$ cat config.mk
export PLATFORM = sky130hd
export DESIGN_NAME = sseg_scan_ctrl
export DESIGN_NICKNAME = d
export VERILOG_FILES = /design/src/rtl/sseg_scan_ctrl.sv
export SDC_FILE = /design/constraint.sdc
export NUM_CORES = 1
export LEC_CHECK = 0
export CORE_MARGIN = 1.5
export CORE_UTILIZATION = 26
export DETAILED_ROUTE_END_ITERATION = 10
export HOLD_SLACK_MARGIN = 0.12
export PLACE_DENSITY = 0.45
export SKIP_CTS_REPAIR_TIMING = 1
export SLEW_MARGIN = 20
export SYNTH_ARGS = -nofsm -noshare
export SYNTH_HDL_FRONTEND = slang
export SYNTH_SLANG_ARGS = --single-unit
export TNS_END_PERCENT = 5
$ cat constraint.sdc
create_clock -name clk -period 6.68 [get_ports clk]
set_input_delay 1.67 -clock clk [delete_from_list [all_inputs] [get_ports clk]]
set_output_delay 1.67 -clock clk [all_outputs]
set_load 0.01 [all_outputs]
$ cat src/rtl/sseg_scan_ctrl.sv
// sseg_scan_ctrl: 4-digit common-anode seven-segment scan controller.
// Ports: clk, rst (sync, active high), digits_in[11:0] (digit0 in [2:0]),
//   load (capture strobe), blink_mask[3:0] (only with SSEG_BLINK_EN),
//   an[3:0] (active-low anodes), point[2:0] (decoder code),
//   frame_done (1-cycle pulse at each frame boundary).
// Optional macro SSEG_BLINK_EN adds per-digit blinking via a frame counter.
module sseg_scan_ctrl #(
    parameter int REFRESH_DIV  = 100000,
    parameter int BLANK_CYCLES = 1000
`ifdef SSEG_BLINK_EN
    ,
    parameter int BLINK_FRAMES = 125
`endif
) (
    input  logic        clk,
    input  logic        rst,
    input  logic [11:0] digits_in,
    input  logic        load,
`ifdef SSEG_BLINK_EN
    input  logic [3:0]  blink_mask,
`endif
    output logic [3:0]  an,
    output logic [2:0]  point,
    output logic        frame_done
);

    localparam int CW = $clog2(REFRESH_DIV);
    localparam logic [CW-1:0] BLANK_LAST = CW'(BLANK_CYCLES - 1);
    localparam logic [CW-1:0] SLOT_LAST  = CW'(REFRESH_DIV - 1);
    localparam logic [11:0]   DASHES     = {4{3'b101}};

    typedef enum logic {BLANK, DRIVE} state_t;

    state_t        state, state_n;
    logic [CW-1:0] cnt, cnt_n;
    logic [1:0]    idx, idx_n;
    logic          wrap;
    logic [11:0]   active, active_n;
    logic [11:0]   shadow;
    logic          pending;
    logic [3:0]    an_n;

`ifdef SSEG_BLINK_EN
    localparam int FW = (BLINK_FRAMES > 1) ? $clog2(BLINK_FRAMES) : 1;
    localparam logic [FW-1:0] FRAME_LAST = FW'(BLINK_FRAMES - 1);

    logic [FW-1:0] fcnt;
    logic          phase;
`endif

    always_comb begin
        state_n  = state;
        cnt_n    = cnt + 1'b1;
        idx_n    = idx;
        wrap     = 1'b0;
        active_n = active;
        an_n     = 4'b1111;

        unique case (state)
            BLANK: begin
                if (cnt == BLANK_LAST)
                    state_n = DRIVE;
            end
            DRIVE: begin
                if (cnt == SLOT_LAST) begin
                    state_n = BLANK;
                    cnt_n   = '0;
                    idx_n   = idx + 2'd1;
                    wrap    = (idx == 2'd3);
                end
            end
        endcase

        // A load landing on the boundary cycle bypasses the shadow.
        if (wrap) begin
            if (load)
                active_n = digits_in;
            else if (pending)
                active_n = shadow;
        end

        // Outputs are registered from next-cycle values so an/point
        // line up with the slot the counter is about to enter.
        if (state_n == DRIVE)
            an_n[idx_n] = 1'b0;

`ifdef SSEG_BLINK_EN
        if (phase && blink_mask[idx_n])
            an_n = 4'b1111;
`endif
    end

    always_ff @(posedge clk) begin
        if (rst) begin
            state      <= BLANK;
            cnt        <= '0;
            idx        <= 2'd0;
            active     <= DASHES;
            shadow     <= DASHES;
            pending    <= 1'b0;
            an         <= 4'b1111;
            point      <= 3'b101;
            frame_done <= 1'b0;
        end else begin
            state      <= state_n;
            cnt        <= cnt_n;
            idx        <= idx_n;
            active     <= active_n;
            an         <= an_n;
            point      <= active_n[3*idx_n +: 3];
            frame_done <= wrap;
            if (load)
                shadow <= digits_in;
            if (wrap)
                pending <= 1'b0;
            else if (load)
                pending <= 1'b1;
        end
    end

`ifdef SSEG_BLINK_EN
    always_ff @(posedge clk) begin
        if (rst) begin
            fcnt  <= '0;
            phase <= 1'b0;
        end else if (wrap) begin
            if (fcnt == FRAME_LAST) begin
                fcnt  <= '0;
                phase <= ~phase;
            end else begin
                fcnt <= fcnt + 1'b1;
            end
        end
    end
`endif

endmodule

==> reports/metrics.csv, run 1 <==
stage,metric,value,unit
floorplanning,die_x,96.9,um
logic_synthesis,syn_inst,246,
logic_synthesis,synth.largest_area_cell,dfxtp_1,
power_and_ir_drop,seqPwrFrac,61.2,%
timing,fin_crit_sh,58.5,%
global_route,grt_pass1_vias,1790,
logic_synthesis,synth_top_area_share,46.3,%
timing,setup_violations,0,
final_layout,final_nets,282,
floorplanning,design.core.area,8640,um^2
global_route,grt_use_total,11.5,%
drt,viasPerCell,4.79,
drt,avgRoutedWirePerCell,13.9,um
logic_synthesis,synth_ff_type,dfxtp_1,
power_and_ir_drop,p_leak,0.000942,uW
floorplanning,initial_core_util,26.5,%
power_and_ir_drop,p_sw_share,23.1,%
critical_path,worst_setup_path_end_kind,register,
placed_design,io_buffers,22,
timing,fin_hold_ws,480,ps
logic_synthesis,ys_warn_count,0,
drt,firstDrtPassIters,4,
cts,cts_root_buf,clkbuf_8,
timing,tns,0,ps
placed_design,dpl.hpwl,3470,um
logic_synthesis,synth-edff-count,0,
critical_path,critPathLaunchType,input pin,
drt,num_vias,1791,
cts,cts_sinks,53,
critical_path,arrival,4080,ps
timing,fmax,256,MHz
power_and_ir_drop,combPwrFrac,5.8,%
timing,slew_violations,0,
timing,finalHoldViolCount,0,
status,outcome,"complete, no violations",
global_route,grt_pass1_wl,8880,um
global_route,grt_use_met3,2.75,%
floorplanning,fp.dieH,96.9,um
logic_synthesis,synthTopCellsByArea,"dfxtp_1 46%, mux2i_1 4.8%, nor2_1 4.4%, nand2_1 4.3%, xor2_1 3.8%",
floorplanning,pin_count,23,
placed_design,dpl_worst_slack,2480,ps
cts,cts_tree,yes,
job,drv_cap,0,
logic_synthesis,synth_seq_cells,53,
drt,detail-route-antenna-nets,0,
hold_path,hp-class,register to register,
floorplanning,die_area,9390,um^2
power_and_ir_drop,p_int,412,uW
global_route,grt.busiest_layer,met2,
logic_synthesis,synth_cell_types,42,
timing,tightest_slew,754,ps
logic_synthesis,yosysSeqAreaShare,46.3,%
logic_synthesis,synth_area,2290,um^2
drt,wirelength,5210,um
cts,clk_latency,300,ps
power_and_ir_drop,vdd_drop_max,0.103,mV
final_layout,finalNonFillerCells,374,
critical_path,cp.required,6850,ps
global_route,overflow,0,
cts,clock_path_buffers,2,
floorplanning,fp-row-count,34,
timing,min_period,3910,ps
power_and_ir_drop,p_switching,124,uW
global_route,groute.layer.met2.usage,17.8,%
logic_synthesis,avgSynthCellArea,9.32,um^2
power_and_ir_drop,powerDensity,200,nW/um^2
global_route,antenna_found_initial,0,
final_layout,fillers,926,
timing,finalClockSkew,10.4,ps
placed_design,gp_congestion,0.723,
cts,h-tree-depth,2,
logic_synthesis,async_reset_ff_share,0,%
logic_synthesis,yosysMostFrequentCell,dfxtp_1,
timing,relSlewSlack,49.7,%
final_layout,antennaDiodeCount,0,
final_layout,synthToLayoutAreaGrowth,17.0,%
cts,clkTransAtPathRegs,90,ps
drt,drc,0,
timing,rsz0062_at_grt,false,
placed_design,dp_cells,366,
final_layout,final_layout_size_suffix_gt1_share,6.77,%
timing,timing.final.ws_setup,2770,ps
power_and_ir_drop,power,536,uW
cts,numCtsBuffers,5,
global_route,met1_usage,16.0,%
logic_synthesis,synth_common_cells,"53 x dfxtp_1, 27 x nor2_1, 26 x nand2_1",
drt,drtIter0Drc,94,
critical_path,path_max_fanout,23,
power_and_ir_drop,p_clk_share,32.9,%
critical_path,path_class,input pin to register,
logic_synthesis,syn_nets,263,
global_route,grt_max_degree,24,
## cell type report
class	count	area, um^2	share of cell area, %
inverter	7	26.3	0.979
timing repair buffer	23	228	8.49
tap	108	135	5.04
clock inverter	1	7.51	0.280
clock buffer	7	76.3	2.85
sequential	53	1060	39.6
multi-input combinational	175	1150	42.8
## power by group through the flow
stage / Sequential, uW / Combinational, uW / Clock (uW)
after floorplan: 332 / 19.0 / 0
after global placement: 335 / 31.5 / 0
after detailed placement: 335 / 31.5 / 0
after CTS: 328 / 31.8 / 184
after global routing: 329 / 34.5 / 197
final: 328 / 31.3 / 176
## flip-flops by register name (all words and copies together) (netlist names)
register	flops
state	1
cnt	17
active	12
shadow	12
point	3
an	4
pending	1
frame_done	1
idx	2
## worst max-delay path, stage by stage
cell,delay [ps]
clkdlybuf4s50_1,450
buf_4,290
nand4_1,580
o22a_1,360
o21ai_1,110
o22ai_1,100
or4_1,510
## layout by cell type (no fill, tap or decap), types with 3 or more instances in the layout
master,count
a211oi_1,5
a21oi_1,6
and2_1,3
clkbuf_8,5
clkdlybuf4s50_1,22
dfxtp_1,53
inv_1,7
mux2i_1,11
nand2_1,26
nand3_1,11
nand4_1,6
nor2_1,27
nor3_1,5
o21ai_0,7
o21ai_1,3
o22a_1,9
o22a_2,3
o22ai_1,9
or3_1,5
xnor2_1,4
xor2_1,10
## logic make-up after synthesis
group	share of synthesized area, %
compound gates	14.3
xor+xnor	6.06
fa+ha+maj	1.09
buf+inv	3.60
flops	46.3
mux	5.90
simple gates	22.8
## path summary, 6_finish.rpt
path / slack [ps] / depth (start not counted) / end / startpoint
setup reg to reg: 3690 / 8 / point[2]$_SDFF_PP1_ / cnt[0]$_SDFF_PP0_
setup / recovery: 2770 / 7 / point[2]$_SDFF_PP1_ / load
hold reg to reg: 480 / 1 / cnt[0]$_SDFF_PP0_ / cnt[0]$_SDFF_PP0_
hold / removal: 480 / 1 / cnt[0]$_SDFF_PP0_ / cnt[0]$_SDFF_PP0_
## metal layers
layer / share of wire (%) / up-vias
met5: 0 / -
met2: 44 / 31
met1: 50 / 835
li1: - / 921
met4: 0.92 / 0
met3: 4.6 / 4
## through the flow
stage          cell area, um^2  utilization [%]
6_report                  2680             31.1
4_1_cts                   2680             31.1
2_1_floorplan             2290                -
5_1_grt                   2680             31.1
3_3_place_gp              2600             30.1
3_5_place_dp              2600             30.1
Power figures use the tool's default switching activity.
==> run 2: changes to the inputs <==
PLACE_DENSITY = 0.46   (was 0.45)
clock period = 3.25 ns   (was 6.68 ns; I/O delays follow)
==> reports/metrics.csv, run 2 (synthesized netlist as in run 1, its figures left out) <==
stage,metric,value,unit
critical_path,cp.required,3430,ps
floorplanning,fp.dieH,96.9,um
timing,slew_violations,0,
drt,drtIter0Drc,57,
final_layout,antennaDiodeCount,0,
cts,cts_root_buf,clkbuf_8,
floorplanning,fp-row-count,34,
drt,avgRoutedWirePerCell,13.3,um
power_and_ir_drop,power,1270,uW
drt,firstDrtPassIters,4,
critical_path,reg2reg_depth,8,
final_layout,largest-register,cnt,
drt,detail-route-antenna-nets,0,
hold_path,worstHoldEndpoint,cnt[0]$_SDFF_PP0_,
final_layout,largest_reg_flops,17,
drt,num_vias,1801,
final_layout,fillers,921,
power_and_ir_drop,vdd_drop_max,0.176,mV
timing,rsz0062_at_grt,false,
final_layout,multi_input_area,1150,um^2
placed_design,dpl_worst_slack,382,ps
timing,finalHoldViolCount,0,
global_route,antenna_found_initial,0,
cts,clock_path_buffers,2,
floorplanning,initial_core_util,26.5,%
placed_design,dp_cells,370,
placed_design,dpl.hpwl,3630,um
cts,cts_sinks,53,
critical_path,critPathLaunchType,register,
final_layout,final_nets,286,
timing,setup_violations,0,
floorplanning,die_area,9390,um^2
final_layout,synthToLayoutAreaGrowth,20.7,%
final_layout,final_layout_size_suffix_gt1_share,8.89,%
timing,fmax,365,MHz
critical_path,arrival,2920,ps
final_layout,final_cell_mix,"53 x dfxtp_1, 27 x nor2_1, 26 x nand2_1",
global_route,overflow,0,
critical_path,path_class,register to register,
timing,relSlewSlack,55.6,%
final_layout,regArea,1060,um^2
final_layout,reg_top3,"cnt (17), active (12), shadow (12)",
power_and_ir_drop,powerDensity,460,nW/um^2
hold_path,hold_depth,1,
critical_path,path_max_fanout,8,
placed_design,gp_congestion,0.754,
critical_path,r2r_start,cnt[0]$_SDFF_PP0_,
job,drv_cap,0,
cts,clkTransAtPathRegs,90,ps
floorplanning,design.core.area,8640,um^2
critical_path,r2r_end,point[2]$_SDFF_PP1_,
power_and_ir_drop,p_leak,0.000991,uW
final_layout,layout_commonest_cell,dfxtp_1,
final_layout,utilization,32.0,%
status,outcome,"complete, no violations",
timing,timing.final.ws_setup,511,ps
critical_path,worst_setup_path_end_kind,register,
floorplanning,pin_count,23,
cts,h-tree-depth,2,
drt,wirelength,5040,um
global_route,grt_pass1_vias,1759,
timing,tightest_slew,665,ps
global_route,grt_max_degree,23,
drt,drc,0,
cts,cts_tree,yes,
hold_path,hp-class,register to register,
timing,fin_crit_sh,84.3,%
critical_path,r2r_setup_slack,510,ps
global_route,grt_use_total,11.6,%
timing,tns,0,ps
final_layout,finalNonFillerCells,378,
floorplanning,die_x,96.9,um
timing,finalClockSkew,12.1,ps
timing,min_period,2740,ps
placed_design,io_buffers,22,
global_route,grt_pass1_wl,8820,um
drt,viasPerCell,4.76,
cts,clk_latency,310,ps
hold_path,hp-start,cnt[0]$_SDFF_PP0_,
cts,numCtsBuffers,5,
run 2: changes by cell type in the layout (fill, tap and decap cells not counted):
cell,change
inv_6,+1
buf_4,+4
clkbuf_1,-2
bufinv_16,+2
clkinvlp_4,-1
run 2: power breakdown:
| part | internal (uW) | switching (uW) |
|---|---|---|
| clock network | 310 | 223 |
| logic | 33.2 | 32.0 |
| registers | 662 | 12.1 |
run 2: metrics by stage:
stage,instance area [um^2],hold slack [ps]
global placement,2630,446
floorplan,2290,430
CTS,2770,484
finish,2770,475
detailed placement,2630,459
global route,2770,509
run 2: metal layers:
metal | global-route usage (%) | part of all wire [%] | vias up
met4 | 4.24 | 2.0 | 0
li1 | - | - | 930
met2 | 16.9 | 45 | 22
met3 | 3.18 | 3.0 | 9
met1 | 16.2 | 50 | 840
met5 | 0 | 0 | -
run 2: worst max-delay path: stages, from the launching register on:
cell,delay (ps)
dfxtp_1,380
ha_1,230
and4_1,300
and4_4,280
nand4_1,360
buf_4,300
o221ai_1,200
nor3_1,60
or4_1,490
run 2: worst max path at each step:
stage | startpoint | to | slack (ps) | cells after the start
after global routing | cnt[0]$_SDFF_PP0_ | point[2]$_SDFF_PP1_ | 320 | 8
after CTS | cnt[0]$_SDFF_PP0_ | point[2]$_SDFF_PP1_ | 510 | 8
after global placement | load | point[2]$_SDFF_PP1_ | 400 | 6
after detailed placement | load | point[2]$_SDFF_PP1_ | 380 | 6
final | cnt[0]$_SDFF_PP0_ | point[2]$_SDFF_PP1_ | 510 | 8
after floorplan | cnt[0]$_SDFF_PP0_ | point[2]$_SDFF_PP1_ | 1000 | 8
run 2: area by class of cell:
cell class                 count  share of cell area, %
clock buffer                   5                   2.49
clock inverter                 3                   2.49
inverter                       7                  0.950
sequential                    53                   38.4
timing repair buffer          27                   9.32
tap                          108                   4.88
multi-input combinational    175                   41.5
==> run 3: changes to the inputs <==
PLACE_DENSITY = 0.45   (was 0.46)
clock period = 2.72 ns   (was 3.25 ns; I/O delays follow)
==> reports/metrics.csv, run 3 (synthesized netlist as in run 1, its figures left out) <==
stage,metric,value,unit
critical_path,r2r_end,point[2]$_SDFF_PP1_,
drt,viasPerCell,4.74,
timing,finalClockSkew,9.78,ps
drt,drc,0,
status,outcome,"complete, no violations",
global_route,overflow,0,
timing,rsz0062_at_grt,false,
critical_path,cp.required,2910,ps
cts,numCtsBuffers,5,
floorplanning,design.core.area,8640,um^2
final_layout,synthToLayoutAreaGrowth,20.1,%
global_route,grt_max_degree,20,
floorplanning,initial_core_util,26.5,%
global_route,grt_use_total,12.0,%
floorplanning,die_area,9390,um^2
timing,fin_hold_ws,473,ps
final_layout,fin_area,2750,um^2
cts,clkTransAtPathRegs,90,ps
power_and_ir_drop,p_leak,0.000992,uW
placed_design,place_area,2670,um^2
hold_path,hold_depth,1,
timing,relSlewSlack,61.3,%
critical_path,crit_start,cnt[0]$_SDFF_PP0_,
cts,clk_latency,310,ps
final_layout,largest-register,cnt,
power_and_ir_drop,powerDensity,489,nW/um^2
drt,avgRoutedWirePerCell,14.1,um
timing,setup_violations,0,
final_layout,final_nets,291,
timing,fin_crit_sh,89.0,%
drt,drtIter0Drc,55,
hold_path,hp-class,register to register,
critical_path,r2r_setup_slack,300,ps
timing,min_period,2420,ps
final_layout,largest_reg_flops,17,
final_layout,final_cell_mix,"53 x dfxtp_1, 27 x nor2_1, 26 x nand2_1",
timing,tightest_slew,579,ps
drt,wirelength,5400,um
global_route,antenna_found_initial,0,
critical_path,reg2reg_depth,8,
timing,finalHoldViolCount,0,
floorplanning,fp-row-count,34,
critical_path,critPathLaunchType,register,
placed_design,dpl.hpwl,3830,um
power_and_ir_drop,vdd_drop_max,0.260,mV
timing,tns,0,ps
floorplanning,fp.dieH,96.9,um
drt,num_vias,1812,
final_layout,reg_top3,"cnt (17), active (12), shadow (12)",
cts,cts_tree,yes,
final_layout,antennaDiodeCount,0,
cts,cts_sinks,53,
placed_design,gp_congestion,0.756,
timing,fmax,413,MHz
critical_path,worst_setup_path_end_kind,register,
critical_path,path_max_fanout,8,
cts,cts_root_buf,clkbuf_8,
critical_path,arrival,2610,ps
global_route,grt_pass1_wl,9140,um
cts,clock_path_buffers,2,
floorplanning,die_x,96.9,um
global_route,grt_pass1_vias,1822,
hold_path,hp-start,cnt[0]$_SDFF_PP0_,
drt,firstDrtPassIters,4,
power_and_ir_drop,power,1350,uW
drt,detail-route-antenna-nets,0,
cts,h-tree-depth,2,
final_layout,final_layout_size_suffix_gt1_share,9.85,%
timing,slew_violations,0,
critical_path,path_class,register to register,
job,drv_cap,0,
final_layout,layout_commonest_cell,dfxtp_1,
critical_path,r2r_start,cnt[0]$_SDFF_PP0_,
critical_path,crit_path_end,point[2]$_SDFF_PP1_,
floorplanning,pin_count,23,
placed_design,io_buffers,22,
-- run 3: area by class of cell --
cell class                 count  area (um^2)
inverter                       7         26.3
fill                         947         5880
timing repair buffer          32          295
tap                          108          135
clock buffer                   7         86.3
sequential                    53         1060
multi-input combinational    175         1150
-- run 3: worst max-delay path, cell delays in order (launching register included) --
cell and delay [ps]:
dfxtp_1 390, ha_1 230, and4_1 220, and4_4 260, nand4_4 190, o22a_1 240
o21ai_1 170, o22ai_1 110, or4_1 500
-- run 3: report_power, final --
group,switching (uW),total [uW],internal [uW]
sequential,12.0,803,791
combinational,43.0,84.9,41.9
clock,255,458,203
-- run 3: worst min path at each step --
stage	end	slack (ps)
final	cnt[0]$_SDFF_PP0_	470
after global routing	cnt[0]$_SDFF_PP0_	510
after CTS	cnt[0]$_SDFF_PP0_	470
after detailed placement	cnt[0]$_SDFF_PP0_	450
after global placement	cnt[0]$_SDFF_PP0_	450
after floorplan	cnt[0]$_SDFF_PP0_	430
-- run 3: per-stage QoR --
stage          setup slack [ps]  cells  util (%)
2_1_floorplan               473    246         -
3_3_place_gp                164    375      30.9
3_5_place_dp                170    375      30.9
4_1_cts                     165    382      31.9
5_1_grt                    55.1    382      31.9
6_report                    300    382      31.9
-- run 3: per-layer routing --
metal	wire (um)	GRT usage, %	share of wire (%)
met5	0	0	0
met4	58	3.34	1.1
met3	195	2.89	3.6
met2	2320	18.1	43
met1	2830	16.9	52
